<file path="config.mk">
export PLATFORM = sky130hd
export DESIGN_NAME = sync_fifo
export DESIGN_NICKNAME = d
export VERILOG_FILES = /design/src/rtl/sync_fifo.sv
export SDC_FILE = /design/constraint.sdc
export NUM_CORES = 1
export LEC_CHECK = 0
export CAP_MARGIN = 25
export CORE_UTILIZATION = 61
export CTS_CLUSTER_DIAMETER = 80
export DETAILED_ROUTE_END_ITERATION = 8
export PLACE_DENSITY = 0.79
export SLEW_MARGIN = 40
export SYNTH_ARGS = -nofsm -noshare
export SYNTH_HDL_FRONTEND = slang
export SYNTH_SLANG_ARGS = --single-unit
</file>
<file path="constraint.sdc">
create_clock -name clk -period 3.3 [get_ports clk]
set_input_delay 0.33 -clock clk [delete_from_list [all_inputs] [get_ports clk]]
set_output_delay 0.33 -clock clk [all_outputs]
set_load 0.02 [all_outputs]
</file>
<file path="src/rtl/sync_fifo.sv">
// Single-clock FIFO with registered read data, empty/full flags and occupancy count.
// Writes when full and reads when empty are dropped without touching any state.
module sync_fifo #(
  parameter int DATA_WIDTH = 8,
  parameter int FIFO_DEPTH = 32,
  localparam int ADDR_WIDTH = $clog2(FIFO_DEPTH)
) (
  input  logic                  clk,
  input  logic                  rst_n,
  input  logic                  ren,
  output logic [DATA_WIDTH-1:0] rdata,
  output logic                  empty,
  input  logic                  wen,
  input  logic [DATA_WIDTH-1:0] wdata,
  output logic                  full,
  output logic [ADDR_WIDTH:0]   count
);

  localparam logic [ADDR_WIDTH:0] DEPTH_COUNT = (ADDR_WIDTH + 1)'(FIFO_DEPTH);

  logic [DATA_WIDTH-1:0] mem [FIFO_DEPTH];
  logic [ADDR_WIDTH-1:0] wptr;
  logic [ADDR_WIDTH-1:0] rptr;
  logic                  wr_ok;
  logic                  rd_ok;

  assign empty = (count == '0);
  assign full  = (count == DEPTH_COUNT);
  assign wr_ok = wen && !full;
  assign rd_ok = ren && !empty;

  // Storage is deliberately left out of reset; pointers alone define validity.
  always_ff @(posedge clk) begin
    if (!rst_n && wr_ok) begin
      mem[wptr] <= wdata;
    end
  end

  always_ff @(posedge clk) begin
    if (rst_n) begin
      wptr  <= '0;
      rptr  <= '0;
      count <= '0;
      rdata <= '0;
    end else begin
      if (wr_ok) begin
        wptr <= wptr + ADDR_WIDTH'(1);
      end
      if (rd_ok) begin
        rdata <= mem[rptr];
        rptr  <= rptr + ADDR_WIDTH'(1);
      end
      case ({wr_ok, rd_ok})
        2'b10:   count <= count + (ADDR_WIDTH + 1)'(1);
        2'b01:   count <= count - (ADDR_WIDTH + 1)'(1);
        default: count <= count;
      endcase
    end
  end

endmodule

</file>
# Word level (Yosys, flattened, before mapping)
# Memory sizes are Yosys's and may differ from the RTL's. A register that Yosys moved wholly into a read port is not among the register bits.
# Index checks and enable logic that the tools add are counted.
# Widths: inputs -> output; s select.
# classes
magnitude_cmp	0
bitwise	0
mul	0
shift	0
mux	3
add_sub_neg	4
n_reduce_logical	8
n_eq_ne	3
n_div	0
# op_table
cell	count
$pmux 6 s2	1
$add 5x1->5 const B	2
$add 6x1->6 const B	1
$eq 6x6->1 const B	1
$logic_not 6->1	1
$sub 6x1->6 const B	1
$logic_and 1x1->1	3
$logic_not 1->1	3
$eq 2x1->1 const B	1
$eq 2x2->1 const B	1
$mux 1	2
$reduce_bool 2->1	1
# word_totals
regBits	16
output_inout_bits	16
elab_cells	22
n_memories	1
latch_bits	0
ram_bits	256
inputBits	12
romBits	0
# memory_table
name	words	word_bits	rd	rd_clocked_by_memory_dff	write_ports	line	rtl
mem	32	8	1	1	1	21	logic [DATA_WIDTH-1:0] mem [FIFO_DEPTH];

# Depth between registers and ports, before layout
# logic_depth
ltp_word	6
ltp_mapped	11

# Worst setup path after synthesis
# No wires, ideal clock.
# synth_path
path_kind	flip-flop to flip-flop
startpoint	reg count[1]
endpoint	reg count[4]
path_buffers	0
arrival_ns	2.911
t_required_ns	3.229
synth_period_minus_slack_ns	2.982
slack_ns	0.318
path_stages_with_launch	12
cell_sequence	dfxtp_1 > or4_4 > o31a_1 > inv_1 > ha_1 > inv_1 > fa_1 > nor2b_1 > o21a_1 > nor3_1 > or3b_2 > a21oi_1
# synth_via
elab_chain_len	5
elab_cells_between_ends	12
cone_classes	add/sub (2); eq/ne (3); mux (1); reduce/logical (6)
# synth_rtl
element	line	rtl
start, declared	16	output logic [ADDR_WIDTH:0] count
start signal, assigned	54	2'b10: count <= count + (ADDR_WIDTH + 1)'(1);
start signal, assigned	55	2'b01: count <= count - (ADDR_WIDTH + 1)'(1);
start signal, assigned	56	default: count <= count;
branches (longest 5 deep; another with $sub 6x1->6)	--	
# Several ways; the timed one is not identified.
# A chain may end at the register's enable or synchronous reset.

# Final worst setup path
# Ends and elaborated chain as after synthesis.

==> results.yml <==
outcome:
  outcome: "complete, no violations"
setup_path:
  cp_max_fo: 7
  path_cells: "or4_4 > o31a_1 > inv_1 > ha_4 > inv_1 > fa_1 > nor2b_1 > o21a_1 > nor3_1 > or3b_2 > a21oi_1"
  required_ns: 3.75
  worst-setup-path-type: "flip-flop to flip-flop"
  critPathBufInv: 2
  critPathMaxStageDelay_ns: 0.58
  slowest_stage: "or4_4"
  path_common_cell: "inv_1"
  start_kind: "flip-flop"
  end_kind: "flip-flop"
  crit_family: "simple AND/OR/NAND/NOR gates"
  arrival_ns: 3.58
synthesis:
  yosysWarnings: 0
  synth_area_leaders: "edfxtp_1 70%, mux4_2 10%, dfxtp_1 4.4%"
  async_reset_ff_share_pct: 0
  synthFlopType: "edfxtp_1"
  synth-edff-count: 256
  syn_area_sq_um: 11000
  yosysSeqAreaShare_pct: 74.1
  synth_top_area_share_pct: 69.7
  ys_seq_elements: 280
  syn_nets: 629
  ys_types: 40
  syn_area_per_cell_sq_um: 18.2
  yosysTopAreaCell: "edfxtp_1"
  syn_inst: 606
clock_tree:
  cts-root-buf: "clkbuf_16"
  clock_latency_ns: 0.52
  clk_pin_slew_ns: 0.07
  clock-sinks: 280
  h-tree-depth: 1
  cts_tree: "built"
  cts_buffers: 27
  clock_path_buffers: 3
  post_cts_buffers: 0
timing:
  fmax_ghz: 0.320
  fin_skew_ns: 0.0120
  finalSetupViolations: 0
  fin_crit_sh_pct: 94.6
  slew_headroom_pct: 50.5
  final-max-slew-violation-count: 0
  worst_pin_slew_ns: 0.742
  fin_setup_tns_ns: 0
  final.min_clock_period_ns: 3.12
  rsz0062_at_grt: "false"
  finalHoldViolations: 0
drt:
  via_count: 5922
  remaining_drc_errors: 0
  dr.pass1.iters: 5
  dr.first_iter.drc_count: 547
  post_drt_wl_per_cell_um: 24.8
  drtAntennaViolNets: 0
  via_per_inst: 6.44
  routed_wl_mm: 22.8
global_route:
  grt_pass1_vias: 5876
  grt.total_usage_pct: 25.9
  grt_max_degree: 33
  grt_pass1_wl_mm: 34.4
  overflow: 0
  antenna_found_initial: 0
run:
  maxCapViolations: 0
die:
  initial_core_util_pct: 63.1
  num_rows: 48
  io-pin-count: 28
  dieWidth_um: 136
  fp.dieH_um: 136
  fp.dieArea_sq_um: 18600
  core_sq_um: 17500
finish:
  syn_to_final_growth_pct: 16.0
  drive_gt1_share_pct: 22.3
  antenna-diode-count: 0
  layout.core_utilization_pct: 73.2
  design_area_sq_um: 12800
  layout.nets: 699
placement:
  place_area_sq_um: 11800
  portBuffers: 27
  routabilityCongestion: 0.838
  dpl.hpwl_mm: 14.0
power_and_ir_drop:
  leakage_nw: 4.15
  vdd_drop_max_uv: 676
  power_density_nw_per_um2: 712
hold_path:
  min_path_type: "input pin to flip-flop"
[final timing paths]
kind              startpoint        end  slack (ns)  cells past startpoint
setup / recovery    count[1]   count[4]        0.18                     11
hold / removal      wdata[4]  mem[9][4]        0.37                      1
setup reg to reg    count[1]   count[4]        0.18                     11
hold reg to reg     rdata[1]   rdata[1]        0.48                      1
[report_power, final]
group	total, mW	internal, mW	switching [mW]	leakage (nW)
combinational	1.63	0.789	0.842	1.17
clock	3.37	2.11	1.26	0.478
sequential	4.11	3.98	0.127	2.50
[kinds of logic after synthesis]
group	Yosys count	synth area share (%)
compound gates	68	4.45
xor+xnor	11	0.874
mux	81	12.9
simple gates	111	4.56
flops	280	74.1
fa+ha+maj	11	1.32
buf+inv	44	1.79
[layout make-up]
| type | count | area [sq um] |
|---|---|---|
| multi-input combinational | 282 | 2670 |
| clock buffer | 31 | 721 |
| tap | 225 | 282 |
| clock inverter | 16 | 263 |
| timing repair buffer | 76 | 641 |
| sequential | 280 | 8170 |
| inverter | 9 | 33.8 |
| fill | 1000 | 4690 |
[worst reg2reg max path, cell delays in order, from the launching register on]
cell     delay (ns)
dfxtp_1        0.35
or4_4          0.58
o31a_1         0.35
inv_1          0.17
ha_4           0.20
inv_1          0.06
fa_1           0.40
nor2b_1        0.16
o21a_1         0.16
nor3_1         0.04
or3b_2         0.43
a21oi_1        0.14
[cell usage after synthesis (2+ instances only)]
cell	instances
edfxtp_1	256
nor2_1	51
mux4_2	49
mux2i_1	31
nand2_1	31
dfxtp_1	24
clkbuf_1	22
a22oi_1	16
a21oi_1	15
ha_1	10
inv_1	9
a32o_1	8
buf_2	8
o221ai_1	8
a211oi_1	7
o22ai_1	7
xor2_1	7
nand4_1	5
nor3_1	5
nand3_1	4
nand3b_1	4
xnor2_1	4
nor2b_1	3
buf_4	2
buf_6	2
o21ai_0	2
o31a_1	2
or3b_2	2
[timing repair]
item | in CTS | in global routing
hold buffers | 0 | 0
resized for setup | 0 | 2
endpoints found under the setup margin | 0 | 2
[placed cells by master, fill, tap and decap left out, types with 2 or more instances in the layout]
cell type,synthesis,routed
a211oi_1,7,7
a21oi_1,15,15
a22oi_1,16,16
a32o_1,8,8
buf_2,8,2
buf_4,2,48
bufinv_16,0,7
clkbuf_16,0,27
clkbuf_8,0,3
clkdlybuf4s50_1,0,25
clkinv_2,0,6
clkinvlp_4,0,3
dfxtp_1,24,22
edfxtp_1,256,256
ha_1,10,9
inv_1,9,9
mux2i_1,31,31
mux4_2,49,49
nand2_1,31,31
nand3_1,4,4
nand3b_1,4,4
nand4_1,5,5
nor2_1,51,51
nor2b_1,3,3
nor3_1,5,5
o21ai_0,2,2
o221ai_1,8,8
o22ai_1,7,7
o31a_1,2,2
or3b_2,2,2
xnor2_1,4,4
xor2_1,7,7
[flip-flops by register name, indices dropped and copies added, names as in the netlist]
name and count:
wptr 5, count 6, mem 256, rdata 8, rptr 5
[per-layer routing]
layer | track usage [%] | part of all wire, % | vias up
li1 | - | - | 2564
met1 | 35.9 | 40 | 3046
met2 | 43.0 | 50 | 265
met3 | 4.44 | 7.4 | 47
met4 | 6.91 | 2.7 | 0
met5 | 0 | 0 | -
[stage by stage]
step / hold slack [ns] / setup WS, ns / instances / power [mW]
final: 0.370 / 0.177 / 919 / 9.10
after global routing: 0.372 / 0.0404 / 919 / 9.37
after CTS: 0.349 / 0.0758 / 919 / 9.11
after detailed placement: 0.464 / 0.100 / 872 / 5.77
after global placement: 0.447 / 0.263 / 872 / 5.71
after floorplan: 0.429 / 0.318 / 606 / 5.28
Note: power is estimated with default switching activity, not from simulation.
